## src/rtl/bcm_scan_ctrl.sv

```systemverilog
// -----------------------------------------------------------------------------
// bcm_scan_ctrl
// Scan controller for chained 32x16 HUB75-style LED panels driven with
// binary-code modulation (BCM). For each row and bit plane it shifts one line
// of pixels (sclk), blanks, latches, then holds the LEDs on for a time that
// doubles with each bit plane.
//
// Build option:
//   BCM_SCAN_BCM_EN  defined   : four bit planes, ON time = BASE_TICKS << plane
//                    undefined : single plane (plane output stays 0),
//                                ON time = BASE_TICKS, every pass advances row
//
// Parameters:
//   NUM_PANELS   panels chained; columns shifted per row = 32*NUM_PANELS (<=256)
//   BASE_TICKS   ON cycles of the least-significant bit plane
//
// Ports:
//   clk          system clock, rising edge
//   rst          synchronous active-high reset
//   enable       scan run request (sampled in IDLE and at the end of ON)
//   row          row being shifted, to pixel source
//   col          column being shifted, to pixel source
//   plane        bit plane being shifted, to pixel source
//   disp_row     row address driven to the panel
//   sclk         panel shift clock
//   blank        panel output blank (1 = LEDs off)
//   lat          panel latch strobe
//   frame_start  one-cycle pulse on the first shift cycle of row 0 / plane 0
// -----------------------------------------------------------------------------
module bcm_scan_ctrl #(
    parameter int unsigned NUM_PANELS = 4,
    parameter int unsigned BASE_TICKS = 16
) (
    input  logic       clk,
    input  logic       rst,
    input  logic       enable,
    output logic [2:0] row,
    output logic [7:0] col,
    output logic [1:0] plane,
    output logic [2:0] disp_row,
    output logic       sclk,
    output logic       blank,
    output logic       lat,
    output logic       frame_start
);

    localparam int unsigned NCOL  = 32 * NUM_PANELS;
    localparam int unsigned CNT_W = 16;
    localparam logic [7:0]       COL_LAST = 8'(NCOL - 1);
    localparam logic [CNT_W-1:0] BASE     = CNT_W'(BASE_TICKS);

    typedef enum logic [2:0] {
        IDLE  = 3'd0,
        SHIFT = 3'd1,
        BLANK = 3'd2,
        LATCH = 3'd3,
        ON    = 3'd4
    } state_t;

    state_t           state;
    state_t           state_nxt;
    logic [2:0]       row_nxt;
    logic [7:0]       col_nxt;
    logic [1:0]       plane_nxt;
    logic [2:0]       disp_row_nxt;
    logic             sclk_nxt;
    logic             blank_nxt;
    logic             lat_nxt;
    logic             frame_start_nxt;
    logic [CNT_W-1:0] on_cnt;
    logic [CNT_W-1:0] on_cnt_nxt;
    logic [CNT_W-1:0] on_len;

    // ON duration for the plane about to be displayed
    always_comb begin
`ifdef BCM_SCAN_BCM_EN
        on_len = BASE << plane;
`else
        on_len = BASE;
`endif
    end

    // State and registered outputs; outputs always describe the current state
    always_ff @(posedge clk) begin
        if (rst) begin
            state       <= IDLE;
            row         <= '0;
            col         <= '0;
            plane       <= '0;
            disp_row    <= '0;
            sclk        <= 1'b0;
            blank       <= 1'b1;
            lat         <= 1'b0;
            frame_start <= 1'b0;
            on_cnt      <= '0;
        end else begin
            state       <= state_nxt;
            row         <= row_nxt;
            col         <= col_nxt;
            plane       <= plane_nxt;
            disp_row    <= disp_row_nxt;
            sclk        <= sclk_nxt;
            blank       <= blank_nxt;
            lat         <= lat_nxt;
            frame_start <= frame_start_nxt;
            on_cnt      <= on_cnt_nxt;
        end
    end

    // Next state and next output values
    always_comb begin
        state_nxt       = state;
        row_nxt         = row;
        col_nxt         = col;
        plane_nxt       = plane;
        disp_row_nxt    = disp_row;
        sclk_nxt        = 1'b0;
        blank_nxt       = blank;
        lat_nxt         = 1'b0;
        frame_start_nxt = 1'b0;
        on_cnt_nxt      = on_cnt;

        case (state)
            IDLE: begin
                blank_nxt = 1'b1;
                if (enable) begin
                    state_nxt       = SHIFT;
                    row_nxt         = '0;
                    col_nxt         = '0;
                    plane_nxt       = '0;
                    frame_start_nxt = 1'b1;
                end
            end

            // Two cycles per column: sclk low then high; blank is left alone
            // so the panel keeps showing the previously latched line.
            SHIFT: begin
                if (!sclk) begin
                    sclk_nxt = 1'b1;
                end else if (col == COL_LAST) begin
                    col_nxt   = '0;
                    state_nxt = BLANK;
                    blank_nxt = 1'b1;
                end else begin
                    col_nxt = col + 8'd1;
                end
            end

            BLANK: begin
                state_nxt = LATCH;
                blank_nxt = 1'b1;
                lat_nxt   = 1'b1;
            end

            // Row address changes while the LEDs are dark, right before ON
            LATCH: begin
                state_nxt    = ON;
                blank_nxt    = 1'b0;
                disp_row_nxt = row;
                on_cnt_nxt   = on_len - CNT_W'(1);
            end

            ON: begin
                if (on_cnt != '0) begin
                    on_cnt_nxt = on_cnt - CNT_W'(1);
                end else if (!enable) begin
                    state_nxt = IDLE;
                    blank_nxt = 1'b1;
                end else begin
                    state_nxt = SHIFT;
`ifdef BCM_SCAN_BCM_EN
                    if (plane != 2'd3) begin
                        plane_nxt = plane + 2'd1;
                    end else begin
                        plane_nxt = '0;
                        row_nxt   = row + 3'd1;
                    end
`else
                    plane_nxt = '0;
                    row_nxt   = row + 3'd1;
`endif
                    frame_start_nxt = (row_nxt == 3'd0) && (plane_nxt == 2'd0);
                end
            end

            default: begin
                state_nxt = IDLE;
                blank_nxt = 1'b1;
            end
        endcase
    end

endmodule

```

## config.mk

```make
export PLATFORM = sky130hd
export DESIGN_NAME = bcm_scan_ctrl
export DESIGN_NICKNAME = d
export VERILOG_FILES = /design/src/rtl/bcm_scan_ctrl.sv
export SDC_FILE = /design/constraint.sdc
export NUM_CORES = 1
export LEC_CHECK = 0
export ABC_AREA = 1
export BUFFER_PORTS_ARGS = -buffer_cell sky130_fd_sc_hd__buf_2
export CAP_MARGIN = 20
export CORE_MARGIN = 4
export CORE_UTILIZATION = 25
export DETAILED_ROUTE_END_ITERATION = 8
export RECOVER_POWER = 100
export SETUP_SLACK_MARGIN = 0.15
export SLEW_MARGIN = 25
export SYNTH_ARGS = -nofsm -noshare
export SYNTH_HDL_FRONTEND = slang
export SYNTH_SLANG_ARGS = --single-unit
export TNS_END_PERCENT = 20
```

## constraint.sdc

```tcl
create_clock -name clk -period 2.1 [get_ports clk]
set_clock_uncertainty 0.1 [all_clocks]
set_input_delay 0.105 -clock clk [delete_from_list [all_inputs] [get_ports clk]]
set_output_delay 0.105 -clock clk [all_outputs]
set_load 0.01 [all_outputs]
```

==> metrics.txt <==
vias after detailed routing=~1.9k; Remaining DRCs=0; hold_ws=between 0.08 and 0.09 ns; Total GRT Usage=10.02%; I/O pins=23; worst skew pair latency=0.29 ns; sequential element share of the synthesized area=a little over a third; FF-to-FF End=col[0]$_SDFFE_PP0P_; DP Wirelength=around 3400 µm; Gate power share=a little under a fifth; area leader, netlist=dfxtp_1; Initial Util=26.30%; FFs w/ async S/R, synth=0%; largest net degree at the start of global routing=21; via/cell ratio=4.410; cell depth of the worst flop-to-flop path=6; Clock Power Share=around a third; DR pass1 iterations=4; Area Growth Syn to Fin=11.58%; Post-Synth Simple-Gate Area=around two fifths; port buffer count=20; post-synth top area share=a little over a third; DRT antenna net count=0; ANT cells=0; initial antenna violation count=0; post-synthesis cell count=296; Setup TNS=0 ns; MaxCap Viol Count=0; proportion of synthesized area in mux cells=0%; Cell Rows=32; number of buffers created by CTS=5; minimum clock period=1.848 ns; crit-path leading delay family=simple AND/OR/NAND/NOR gates; Iteration-0 DRC Markers=~110; H-tree depth=2; Netlist Area Pre-Place=approximately 2100 µm²; Post-synth top flop=dfxtp_1; routability cong.=approximately 0.84; first-pass GRT wire length=roughly 8200 µm; vias in the first global route=1786; Die ar.=approximately 9800 µm²; CTS Sinks=37; CP bufs+invs=1; RSZ-0062 raised after global routing=true; Clk pin slew, worst setup/hold paths=about 0.08 ns; sw frac=30.99%; main combinational cell family by area after synthesis=simple AND/OR/NAND/NOR gates; Power Density=between 700 and 800 nW/µm²; complex-gate fraction of the synthesized area=a little under a tenth; Int Pwr=about 1.1 mW; CTS Root Cell=clkbuf_8; status=completed; Fmax achieved=roughly 540 MHz; Die Ht=approximately 99 µm; worst path required time=2.23 ns; Post-synth EDFFs=0; Routed WL=around 4600 µm; Synth Warn #=0; Die Wd=between 90 and 100 µm; crit end category=flop; Reg power frac=45.9%; synth top area cells=dfxtp_1 36%, nand2_1 10%, nor2_1 9.6%; most common cell in the netlist=nand2_1; syn avg cell area=between 7 and 8 µm²; share of cells above drive strength 1=between 10% and 20%; CP max FO=8; xor/xnor share of the synthesized area=just under 3%; worst-path cell chain=nor3_1, nand2_1, nand2_4, inv_1, or2_0, a21oi_1; Max transition margin=between 50% and 60%; Final Slew Violations=0; arrival time worst endpoint=about 2 ns; r2r startpoint=state[2]$_SDFFE_PP0P_; Distinct cells, synth=33; CTS tree=done; r2r setup slk=roughly 0.25 ns; Hold Path Class=input port to flop; Final period util=88.01%; slowest library cell on the worst path=nor3_1; Max clock buf depth=2; Final setup viols=0; Wirelength per Cell=~11 µm; top post-synthesis cells by count=57 x nand2_1, 53 x nor2_1, 37 x dfxtp_1; maximum vdd drop=380.4 µV; Leak=around 0.96 nW; slew of the pin with the lowest slew margin=roughly 0.65 ns; Max stage delay on crit path=0.51 ns; #FFs+latches synth=37; Final Util=between 20% and 30%; Core ar.=7888 µm²; Adder-Cell Fraction of Synth Area=3.016%; GRT overflow=0; hold endpoint=blank$_SDFFE_PP1P_; Placed Instances=~410; Hold Crit Depth=5; hold wc startpoint=enable; Final Hold Viols=0; nets=~330; Layout Cells excl Fill=between 400 and 500; CP Launch Type=flop; P_sw=around 0.51 mW; Crit Path Class=flop to flop
tightest hold or removal path: stages:
cell and delay, ns:
buf_2 0.09, nand2_1 0.07, nand3_1 0.08, nand2_1 0.05
nand3_1 0.05
routing by layer:
layer | wire [µm] | part of all wire, % | track usage (%)
met1 | 2350 | 51 | 13.48
met2 | 2107 | 45 | 16.27
met3 | 139 | 3.0 | 2.454
met4 | 46 | 0.99 | 2.206
met5 | 0 | 0 | 0
worst max-delay path by stage:
stage | from | endpoint | slack (ns) | depth (start not counted)
floorplan | col[0]$_SDFFE_PP0P_ | blank$_SDFFE_PP1P_ | 0.49 | 8
global placement | col[0]$_SDFFE_PP0P_ | blank$_SDFFE_PP1P_ | 0.30 | 8
detailed placement | on_cnt[0]$_SDFFE_PP0P_ | on_cnt[14]$_SDFFE_PP0P_ | 0.30 | 9
CTS | col[0]$_SDFFE_PP0P_ | blank$_SDFFE_PP1P_ | 0.27 | 8
global route | col[0]$_SDFFE_PP0P_ | blank$_SDFFE_PP1P_ | 0.06 | 8
finish | state[2]$_SDFFE_PP0P_ | col[0]$_SDFFE_PP0P_ | 0.25 | 6
what timing repair did:
item	CTS	global route
setup buffers	0	0
endpoints found under the setup margin	0	7
hold buffers	0	0
resized for setup	0	1
state kept, by name, indices dropped and copies added (netlist names):
register	count
lat	1
state	3
sclk	1
blank	1
frame_start	1
on_cnt	16
row	3
disp_row	3
col	8
stage by stage:
stage | instance area, µm² | total power [mW] | setup WS, ns
floorplan | 2078 | 1.036 | 0.4901
global route | 2315 | 1.751 | 0.05995
detailed placement | 2260 | 1.109 | 0.2980
CTS | 2365 | 1.688 | 0.2729
global placement | 2260 | 1.102 | 0.3012
finish | 2315 | 1.651 | 0.2517
kinds of logic after synthesis:
family,count (synthesis)
buf+inv,38
simple gates,173
fa+ha+maj,5
xor+xnor,7
compound gates,35
flops,37
other cells,1
cell usage in the layout, fill, tap and decap left out, types with 3 or more instances in the layout:
cell type  count
nor2_1        54
nor2_2         8
nand2_2        5
dfxtp_1       37
nand4_1        3
nor3_1         9
inv_2          4
o21ai_0        5
nand3_1       26
xor2_1         6
clkbuf_1      18
clkbuf_8       7
inv_1         26
ha_1           5
nand2_1       57
a211oi_1       3
a21oi_1       23
power groups by stage:
stage | Sequential, mW | Clock (mW) | Combinational (mW)
floorplan | 0.780 | 0 | 0.256
global placement | 0.775 | 0 | 0.327
detailed placement | 0.775 | 0 | 0.334
CTS | 0.759 | 0.595 | 0.335
global route | 0.764 | 0.622 | 0.364
finish | 0.758 | 0.576 | 0.318
layout make-up:
| type | instances | area, µm² |
|---|---|---|
| Sequential cell | 37 | 740.7 |
| Multi-Input combinational cell | 222 | 1144 |
| Clock buffer | 7 | 96.34 |
| Clock inverter | 1 | 8.758 |
| Timing Repair Buffer | 21 | 85.08 |
| Tap cell | 102 | 127.6 |
| Inverter | 30 | 112.6 |
| Fill cell | 866 | 5573 |
(Power assumes the default switching activity.)
